[src/rtl/fetch_unit_pkg.sv]
// Shared types and constants for the instruction fetch stage.
package fetch_unit_pkg;

    localparam int INSTR_W     = 32;
    localparam int ADDR_W      = 64;
    localparam int INSTR_BYTES = 4;

    typedef enum logic [1:0] {
        ST_RUN   = 2'b00,
        ST_HALT  = 2'b01,
        ST_FAULT = 2'b10
    } fetch_state_e;

    // A fetchable pc is word aligned and leaves room for a whole word below the memory end.
    function automatic logic pc_is_legal(input logic [ADDR_W-1:0] pc,
                                         input logic [ADDR_W-1:0] last_pc);
        return (pc[1:0] == 2'b00) && (pc <= last_pc);
    endfunction

endpackage

[src/rtl/fetch_unit.sv]
// Single-entry instruction fetch stage: pc register, one holding slot toward decode,
// halt on an all-zero word and fault on an illegal pc.
module fetch_unit
    import fetch_unit_pkg::*;
#(
    parameter logic [63:0] RESET_PC   = 64'h0,
    parameter int          IMEM_BYTES = 256
) (
    input  logic                clk,
    input  logic                reset_n,
    output logic [ADDR_W-1:0]   imem_addr,
    input  logic [INSTR_W-1:0]  imem_instr,
    input  logic                redirect_valid,
    input  logic [ADDR_W-1:0]   redirect_pc,
    output logic                out_valid,
    input  logic                out_ready,
    output logic [INSTR_W-1:0]  out_instr,
    output logic [ADDR_W-1:0]   out_pc,
    output logic                halted,
    output logic                fault,
    output logic [31:0]         fetch_count
);

    localparam logic [ADDR_W-1:0] LAST_PC = ADDR_W'(IMEM_BYTES - INSTR_BYTES);

    fetch_state_e        state_r;
    logic [ADDR_W-1:0]   pc_r;
    logic                out_valid_r;
    logic [INSTR_W-1:0]  out_instr_r;
    logic [ADDR_W-1:0]   out_pc_r;
    logic                halted_r;
    logic                fault_r;
    logic [31:0]         fetch_count_r;

    logic                slot_free_s;
    logic                accept_s;
    logic                pc_legal_s;
    logic                instr_zero_s;
    logic [ADDR_W-1:0]   pc_next_s;

    // Slot/handshake qualifiers and the sequential pc candidate.
    always_comb begin
        slot_free_s  = 1'b0;
        accept_s     = 1'b0;
        pc_legal_s   = 1'b0;
        instr_zero_s = 1'b0;
        pc_next_s    = pc_r;
        if (state_r == ST_RUN) begin
            slot_free_s = (~out_valid_r) | out_ready;
            accept_s    = out_valid_r & out_ready;
        end else begin
            slot_free_s = 1'b0;
            accept_s    = 1'b0;
        end
        pc_legal_s   = pc_is_legal(pc_r, LAST_PC);
        instr_zero_s = (imem_instr == 32'h0000_0000);
        // Wraps modulo 2^64; a wrapped pc would already have faulted the range check.
        pc_next_s    = pc_r + 64'd4;
    end

    // Handshake counter, saturating so it never rolls back to zero.
    always_ff @(posedge clk or negedge reset_n) begin
        if (!reset_n) begin
            fetch_count_r <= 32'h0000_0000;
        end else if (accept_s && (fetch_count_r != 32'hFFFF_FFFF)) begin
            fetch_count_r <= fetch_count_r + 32'd1;
        end
    end

    // Fetch FSM: redirect beats everything, then fault, halt, fetch or stall.
    always_ff @(posedge clk or negedge reset_n) begin
        if (!reset_n) begin
            state_r     <= ST_RUN;
            pc_r        <= RESET_PC;
            out_valid_r <= 1'b0;
            out_instr_r <= 32'h0000_0000;
            out_pc_r    <= 64'h0;
            halted_r    <= 1'b0;
            fault_r     <= 1'b0;
        end else begin
            case (state_r)
                ST_RUN: begin
                    if (redirect_valid) begin
                        pc_r        <= redirect_pc;
                        out_valid_r <= 1'b0;
                    end else if (slot_free_s) begin
                        if (!pc_legal_s) begin
                            state_r     <= ST_FAULT;
                            fault_r     <= 1'b1;
                            out_valid_r <= 1'b0;
                        end else if (instr_zero_s) begin
                            state_r     <= ST_HALT;
                            halted_r    <= 1'b1;
                            out_valid_r <= 1'b0;
                        end else begin
                            out_instr_r <= imem_instr;
                            out_pc_r    <= pc_r;
                            out_valid_r <= 1'b1;
                            pc_r        <= pc_next_s;
                        end
                    end
                end
                ST_HALT: begin
                    out_valid_r <= 1'b0;
                    halted_r    <= 1'b1;
                end
                ST_FAULT: begin
                    out_valid_r <= 1'b0;
                    fault_r     <= 1'b1;
                end
                default: begin
                    state_r     <= ST_FAULT;
                    fault_r     <= 1'b1;
                    out_valid_r <= 1'b0;
                end
            endcase
        end
    end

    assign imem_addr   = pc_r;
    assign out_valid   = out_valid_r;
    assign out_instr   = out_instr_r;
    assign out_pc      = out_pc_r;
    assign halted      = halted_r;
    assign fault       = fault_r;
    assign fetch_count = fetch_count_r;

endmodule

[config.mk]
export PLATFORM = sky130hd
export DESIGN_NAME = fetch_unit
export DESIGN_NICKNAME = d
export VERILOG_FILES = /design/src/rtl/fetch_unit_pkg.sv /design/src/rtl/fetch_unit.sv
export SDC_FILE = /design/constraint.sdc
export NUM_CORES = 1
export LEC_CHECK = 0
export BUFFER_PORTS_ARGS = -buffer_cell sky130_fd_sc_hd__buf_2
export CAP_MARGIN = 0
export CORE_MARGIN = 3
export CORE_UTILIZATION = 39
export DETAILED_ROUTE_END_ITERATION = 8
export GPL_TIMING_DRIVEN = 1
export SYNTH_ARGS = -nofsm -noshare
export SYNTH_HDL_FRONTEND = slang
export SYNTH_SLANG_ARGS = --single-unit
[constraint.sdc]
create_clock -name clk -period 3.2 [get_ports clk]
set_input_delay 0.48 -clock clk [delete_from_list [all_inputs] [get_ports clk]]
set_output_delay 0.48 -clock clk [all_outputs]
set_load 0.005 [all_outputs]
==> results.yml, run 1 <==
status:
  status: "finished, final reports clean"
timing:
  rsz0062_at_grt: "false"
  finalSetupViolCount: 0
  finClkSkew_ps: 13.0
  slew_violations: 0
  slew_headroom: 0.201
  tns_ps: 0
  final.setup.worst_slack_ps: 610
  timing.fmax_mhz: 386
  post-route-period-util: 0.809
  finalHoldViolations: 0
  tightest_slew_ps: 1180
  period_minus_slack_ps: 2590
power:
  total_power_mw: 4.87
  ir_drop_v: 0.000261
  power_density_nw_per_um2: 440
  cellLeakagePower_nw: 5.99
route:
  wl_per_cell_um: 18.1
  avgViaCountPerCell: 5.25
  dr.pass1.iters: 7
  remaining_drc_errors: 0
  drtIter0Drc: 458
  drt-total-wl_mm: 24.9
  ant_nets: 0
  vias: 7219
critical_path:
  timing.rr.start: "imem_addr[3]$_DFFE_PN0P_"
  cp_data_required_time_ps: 3490
  setup.worst_path.end: "imem_addr[50]$_DFFE_PN0P_"
  r2r_slack_ps: 610
  slowest_delay_ps: 630
  crit_type: "flip-flop to flip-flop"
  cpMaxStageDelayCell: "nor4_1"
  crit_path_end_kind: "flip-flop"
  cp.arrival_ps: 2880
  crit_path_max_fanout: 8
  timing.rr.end: "imem_addr[50]$_DFFE_PN0P_"
  r2r.worst_path.cells: 7
  path_delay_family: "simple AND/OR/NAND/NOR gates"
  path_cells: "ha_1 > nand3_1 > nor4_1 > nand3_1 > buf_4 > o32ai_1 > a21oi_1"
  startpoint: "imem_addr[3]$_DFFE_PN0P_"
  worst_path_most_repeated_cell: "nand3_1"
  crit_path_start_kind: "flip-flop"
  path_depth: 7
  path_buf_inv: 1
flow_run:
  max_cap_violations: 0
floorplanning:
  die_w_um: 155
  row_count: 53
  ioPinCount: 295
  start_util: 0.404
  core_area_um2: 21400
  fp.dieArea_um2: 24000
  die_h_um: 155
yosys:
  ys_types: 50
  synth_edf_count: 0
  synth_seq_cells: 197
  ys_dominant_reg_cell: "dfrtp_1"
  ys_warn_count: 0
  synth_area_um2: 8640
  synth_nets: 890
  async_flop_share: 1.00
  synth_cells: 786
  post_synth.cell_area_avg_um2: 11.0
  ys_seq_area_frac: 0.570
clocking:
  htree_num_levels: 4
  worstSkewPairLatency_ps: 430
  hold_buffers: 0
  clockRootBuffer: "clkbuf_16"
  clkTransAtPathRegs_ps: 80
  cts_max_path_buffers: 2
  cts_sinks: 197
  cts_tree: "built"
  cts_buffers: 17
  cts_resized: 0
  post_cts_buffers: 0
final_layout:
  diodes: 0
  final_core_util: 0.516
  layout.nets: 1191
  drive_above_1_share: 0.362
  syn2layout_area_growth_pct: 27.9
  stdcell_count: 1375
place:
  port_buffers: 294
  dp_hpwl_mm: 18.3
  dp_cells: 1343
  pre_cts_slack_ps: 605
  gp_congestion: 0.856
grt:
  first_global_vias: 7045
  antenna_found_initial: 2
  grt_max_degree: 74
  grt_pass1_wl_mm: 39.6
  grtUsageTotal: 0.205
  overflow: 0
min_path:
  hold_class: "input pin to asynchronous set/reset pin"
==> flip-flops by register name (all words and copies together), names as in the netlist <==
register and count:
out_pc 64, fetch_count 32, fault 1, halted 1, out_instr 32, out_valid 1, state_r 2, imem_addr 64
==> stage by stage <==
step                instance area [um2]  hold WS (ps)
floorplan                          8640           184
global placement                  10500           463
detailed placement                10500           465
CTS                               11100          69.8
global route                      11100          76.0
finish                            11100          46.1
==> layout by cell type (no fill, tap or decap), types with 2 or more instances in the layout <==
cell and n:
inv_8 2, o31ai_1 3, inv_6 7, and2_1 59, nand2_1 85, a22o_1 2, nand4_1 29, ha_1 4
and3_1 6, nand2b_1 5, a32o_1 4, mux2_4 36, dfrtp_1 197, inv_1 31, clkbuf_16 17, o41ai_1 2
xor2_1 13, and4_1 7, nor2_1 50, buf_2 293, xnor2_1 18, buf_4 19, nand3_1 33, a21oi_1 10
nor4_1 33, o22ai_1 29, clkinv_8 2, buf_12 4, nor3_1 23, clkinvlp_4 2, o21ai_0 23, mux2_2 7
a31oi_1 18, o22a_1 3
==> area by class of cell <==
type | instances | area (um2)
inverters | 31 | 116
multi-input cells | 523 | 3400
well taps | 275 | 344
clock inverters | 14 | 136
repair buffers | 317 | 1700
clock buffers | 18 | 429
flip-flops and latches | 197 | 4930
fillers | 1991 | 10400
==> worst min-delay path by stage <==
| stage | startpoint | end | slack (ps) | depth (start not counted) |
|---|---|---|---|---|
| final | reset_n | out_instr[4]$_DFFE_PN0P_ | 50 | 1 |
| after global routing | reset_n | out_instr[4]$_DFFE_PN0P_ | 80 | 1 |
| after CTS | reset_n | out_instr[4]$_DFFE_PN0P_ | 70 | 1 |
| after detailed placement | out_pc[12]$_DFFE_PN0P_ | out_pc[12]$_DFFE_PN0P_ | 470 | 1 |
| after global placement | out_pc[46]$_DFFE_PN0P_ | out_pc[46]$_DFFE_PN0P_ | 460 | 1 |
| after floorplan | reset_n | fault$_DFFE_PN0P_ | 180 | 0 |
==> synthesized netlist by cell type, types with 2 or more instances <==
cell	number	area (um2)
nand4_1	29	181
o31ai_1	3	22.5
and2_1	59	369
nor3_1	23	115
nand2_1	85	319
buf_6	9	101
dfrtp_1	197	4930
clkbuf_1	14	52.6
xnor2_1	18	158
o41ai_1	2	17.5
buf_1	6	22.5
mux2_2	7	78.8
nor2_1	51	191
a22o_1	2	17.5
buf_2	6	30.0
mux2_4	36	541
a21oi_1	10	50.1
nand2b_1	5	31.3
nand3_1	33	165
nor4_1	33	206
ha_1	4	50.1
a31oi_1	18	113
o21ai_0	23	115
and4_1	7	61.3
inv_1	31	116
o22ai_1	29	181
and3_1	6	37.5
o22a_1	3	26.3
a32o_1	4	40.0
xor2_1	13	114
==> routing by layer <==
layer | vias up | global-route usage | routed length [um]
met5 | - | 0 | 21
li1 | 3393 | - | -
met1 | 3517 | 0.289 | 11200
met4 | 4 | 0.0534 | 319
met3 | 27 | 0.0545 | 1880
met2 | 278 | 0.317 | 11400
==> cell families after synthesis <==
| logic type | count (synthesis) | share of synthesized area |
|---|---|---|
| multiplexers | 43 | 0.0717 |
| flip-flops | 197 | 0.570 |
| AO/OA/AOI/OAI | 103 | 0.0764 |
| buffers and inverters | 66 | 0.0373 |
| XOR/XNOR | 31 | 0.0314 |
| adder cells (fa/ha/maj) | 4 | 0.00579 |
| AND/OR/NAND/NOR | 342 | 0.207 |
==> power by group <==
group / internal, mW / switching, mW
sequential: 2.51 / 0.0320
clock: 1.04 / 1.04
combinational: 0.102 / 0.140
total: 3.65 / 1.22
Power figures use the tool's default switching activity.
==> run 2, diff against run 1 <==
--- a/config.mk
+++ b/config.mk
@@ -5,6 +5,7 @@
 export SDC_FILE = /design/constraint.sdc
 export NUM_CORES = 1
 export LEC_CHECK = 0
+export ABC_AREA = 1
 export BUFFER_PORTS_ARGS = -buffer_cell sky130_fd_sc_hd__buf_2
 export CAP_MARGIN = 0
 export CORE_MARGIN = 3
==> constraint.sdc (replaced) <==
create_clock -name clk -period 2.5 [get_ports clk]
set_input_delay 0.375 -clock clk [delete_from_list [all_inputs] [get_ports clk]]
set_output_delay 0.375 -clock clk [all_outputs]
set_load 0.005 [all_outputs]
==> run 2 against run 1 <==
Core utilization shrank 1.2 points. Setup slack lost 460 ps. Sequential share of layout area shrank 9.8 points. Synthesized area grew 30%. Clock skew grew 6.7 ps. Via count grew 64%. Critical endpoint is now imem_addr[34]$_DFFE_PN0P_. Clock-buffer cell count shrank 1.
==> results.yml, run 2 <==
power:
  swShare: 0.277
  clkPwrFrac: 0.472
  internal-power_mw: 4.74
  pwr-share-comb: 0.042
  p_switching_mw: 1.82
  ir_drop_v: 0.000499
  cellLeakagePower_nw: 7.79
  power_density_nw_per_um2: 463
  power_frac_seq: 0.486
yosys:
  yosysTopAreaCellShare: 0.438
  synth_edf_count: 0
  ys_types: 32
  post_synth.cell_area_avg_um2: 6.69
  synth_nets: 1784
  ys_warn_count: 0
  ys_seq_area_frac: 0.438
  ys_top_cells_by_area: "dfrtp_1 44%, nand2_1 20%, nor2_1 10%"
  synth_cells: 1680
  async_flop_share: 1.00
  yosys.area.top_type: "dfrtp_1"
  synth_area_um2: 11200
  synthTopCellsByCount: "611 x nand2_1, 301 x nor2_1, 197 x dfrtp_1"
  synth_seq_cells: 197
  ys_dominant_reg_cell: "dfrtp_1"
  synthMostInstantiatedCell: "nand2_1"
final_layout:
  final_cell_mix: "611 x nand2_1, 300 x nor2_1, 293 x buf_2, 197 x dfrtp_1, 190 x inv_1"
  syn2layout_area_growth_pct: 26.0
  stdcell_count: 2394
  nFillCells: 3012
  layout.nets: 2104
  final_core_util: 0.505
  drive_above_1_share: 0.202
  layout_commonest_cell: "nand2_1"
floorplanning:
  die_h_um: 176
  core_area_um2: 28100
  ioPinCount: 295
  start_util: 0.400
  row_count: 61
  fp.dieArea_um2: 30900
  die_w_um: 176
place:
  dp_cells: 2355
  dp_hpwl_mm: 31.8
  gp_congestion: 0.991
  port_buffers: 294
grt:
  grt_pass1_wl_mm: 63.7
  grt_max_degree: 65
  antenna_found_initial: 3
  first_global_vias: 11600
  overflow: 0
  grtUsageTotal: 0.263
critical_path:
  crit_type: "flip-flop to flip-flop"
  crit_path_max_fanout: 6
  cp_data_required_time_ps: 2850
  r2r.worst_path.cells: 11
  crit_path_end_kind: "flip-flop"
  timing.rr.start: "imem_addr[2]$_DFFE_PN0P_"
  cp.arrival_ps: 2700
  slowest_delay_ps: 520
  path_cells: "ha_1 > nand3_1 > inv_1 > nand2_1 > nor2_1 > nand2_1 > xnor2_1 > nand2_1 > nand2_1 > nand2_1 > nand2_1"
  r2r_slack_ps: 150
  crit_path_start_kind: "flip-flop"
  worst_path_most_repeated_cell: "nand2_1"
  cpMaxStageDelayCell: "nor2_1"
  timing.rr.end: "imem_addr[34]$_DFFE_PN0P_"
clocking:
  cts_buffers: 17
  clkTransAtPathRegs_ps: 90
  clockRootBuffer: "clkbuf_16"
  worstSkewPairLatency_ps: 450
  cts_max_path_buffers: 2
  htree_num_levels: 4
  cts_sinks: 197
  cts_tree: "built"
route:
  drt-total-wl_mm: 40.8
  avgViaCountPerCell: 4.93
  remaining_drc_errors: 0
  ant_nets: 0
  dr.pass1.iters: 5
  vias: 11800
  wl_per_cell_um: 17.0
  drtIter0Drc: 1064
flow_run:
  max_cap_violations: 0
timing:
  slew_headroom: 0.595
  finalHoldViolations: 0
  period_minus_slack_ps: 2350
  slew_violations: 0
  tightest_slew_ps: 605
  tns_ps: 0
  post-route-period-util: 0.941
  finalSetupViolCount: 0
  rsz0062_at_grt: "false"
  finClkSkew_ps: 19.8
  timing.fmax_mhz: 425
status:
  status: "finished, final reports clean"
min_path:
  hold_class: "input pin to flip-flop"
  hold_path_depth: 3
  hold_start: "imem_instr[15]"
  holdPathEnd: "out_instr[15]$_DFFE_PN0P_"
[run 2: worst max-delay path: cells and delay by family, from the launching register on]
family / cells / cell delay [ps]
and+or+nand+nor: 8 / 1220
adders and majority gates: 1 / 290
DFF: 1 / 440
xor gates and xnor gates: 1 / 150
buffers and inverters: 1 / 170
[run 2: final cells by class]
type / count / area (um2) / share of cell area
well taps: 378 / 473 / 0.0334
clock buffers: 17 / 425 / 0.0300
inverters: 192 / 721 / 0.0509
diodes: 3 / 7.51 / 0.000530
multi-input cells: 1243 / 5370 / 0.379
clock inverters: 15 / 236 / 0.0167
repair buffers: 349 / 2010 / 0.142
flip-flops and latches: 197 / 4930 / 0.348
[run 2: repair_timing]
| item | in CTS | in global routing |
|---|---|---|
| pin swaps | 1 | 0 |
| cloned | 0 | 0 |
| resized for setup | 0 | 2 |
| endpoints found under the hold margin | 60 | 0 |
| setup endpoints to repair | 1 | 142 |
| setup buffers | 3 | 0 |
| hold buffers | 1 | 0 |
[run 2: worst max path at each step]
stage,endpoint,from,depth (start not counted),slack [ps]
2_1_floorplan,out_pc[24]$_DFFE_PN0P_,state_r[0]$_DFFE_PN0P_,11,690
3_3_place_gp,out_pc[58]$_DFFE_PN0P_,state_r[0]$_DFFE_PN0P_,10,60
3_5_place_dp,out_pc[33]$_DFFE_PN0P_,state_r[0]$_DFFE_PN0P_,10,20
4_1_cts,out_pc[33]$_DFFE_PN0P_,state_r[0]$_DFFE_PN0P_,11,80
5_1_grt,imem_addr[34]$_DFFE_PN0P_,imem_addr[2]$_DFFE_PN0P_,11,10
6_report,imem_addr[34]$_DFFE_PN0P_,imem_addr[2]$_DFFE_PN0P_,11,150
[run 2: per-layer routing]
layer / global-route usage / wire [um]
met1: 0.356 / 18000
met2: 0.428 / 19000
met3: 0.0383 / 2240
met4: 0.101 / 1570
met5: 0 / 0
[run 2: kinds of logic (layout without fill, tap and decap cells)]
group | count (synthesis) | count (layout) | synth area share
AO/OA/AOI/OAI | 72 | 72 | 0.0340
XOR/XNOR | 35 | 35 | 0.0273
adder cells (fa/ha/maj) | 4 | 4 | 0.00445
buffers and inverters | 240 | 573 | 0.0855
flip-flops | 197 | 197 | 0.438
other | 0 | 3 | 0
AND/OR/NAND/NOR | 1132 | 1132 | 0.410
[run 2: per-stage QoR]
step / instance area, um2 / hold WS [ps] / power (mW) / setup slack [ps]
CTS: 14200 / 127 / 6.64 / 78.7
detailed placement: 13400 / 416 / 3.53 / 18.8
finish: 14200 / 139 / 6.56 / 147
global placement: 13400 / 407 / 3.53 / 64.7
global route: 14200 / 140 / 6.78 / 14.7
floorplan: 11200 / 79.4 / 3.34 / 691
[run 2: power groups by stage]
stage	Sequential (mW)	Clock [mW]	Combinational, mW
detailed placement	3.25	0	0.283
finish	3.18	3.09	0.278
global route	3.18	3.28	0.316
CTS	3.18	3.17	0.285
global placement	3.25	0	0.280
floorplan	3.25	0	0.0873
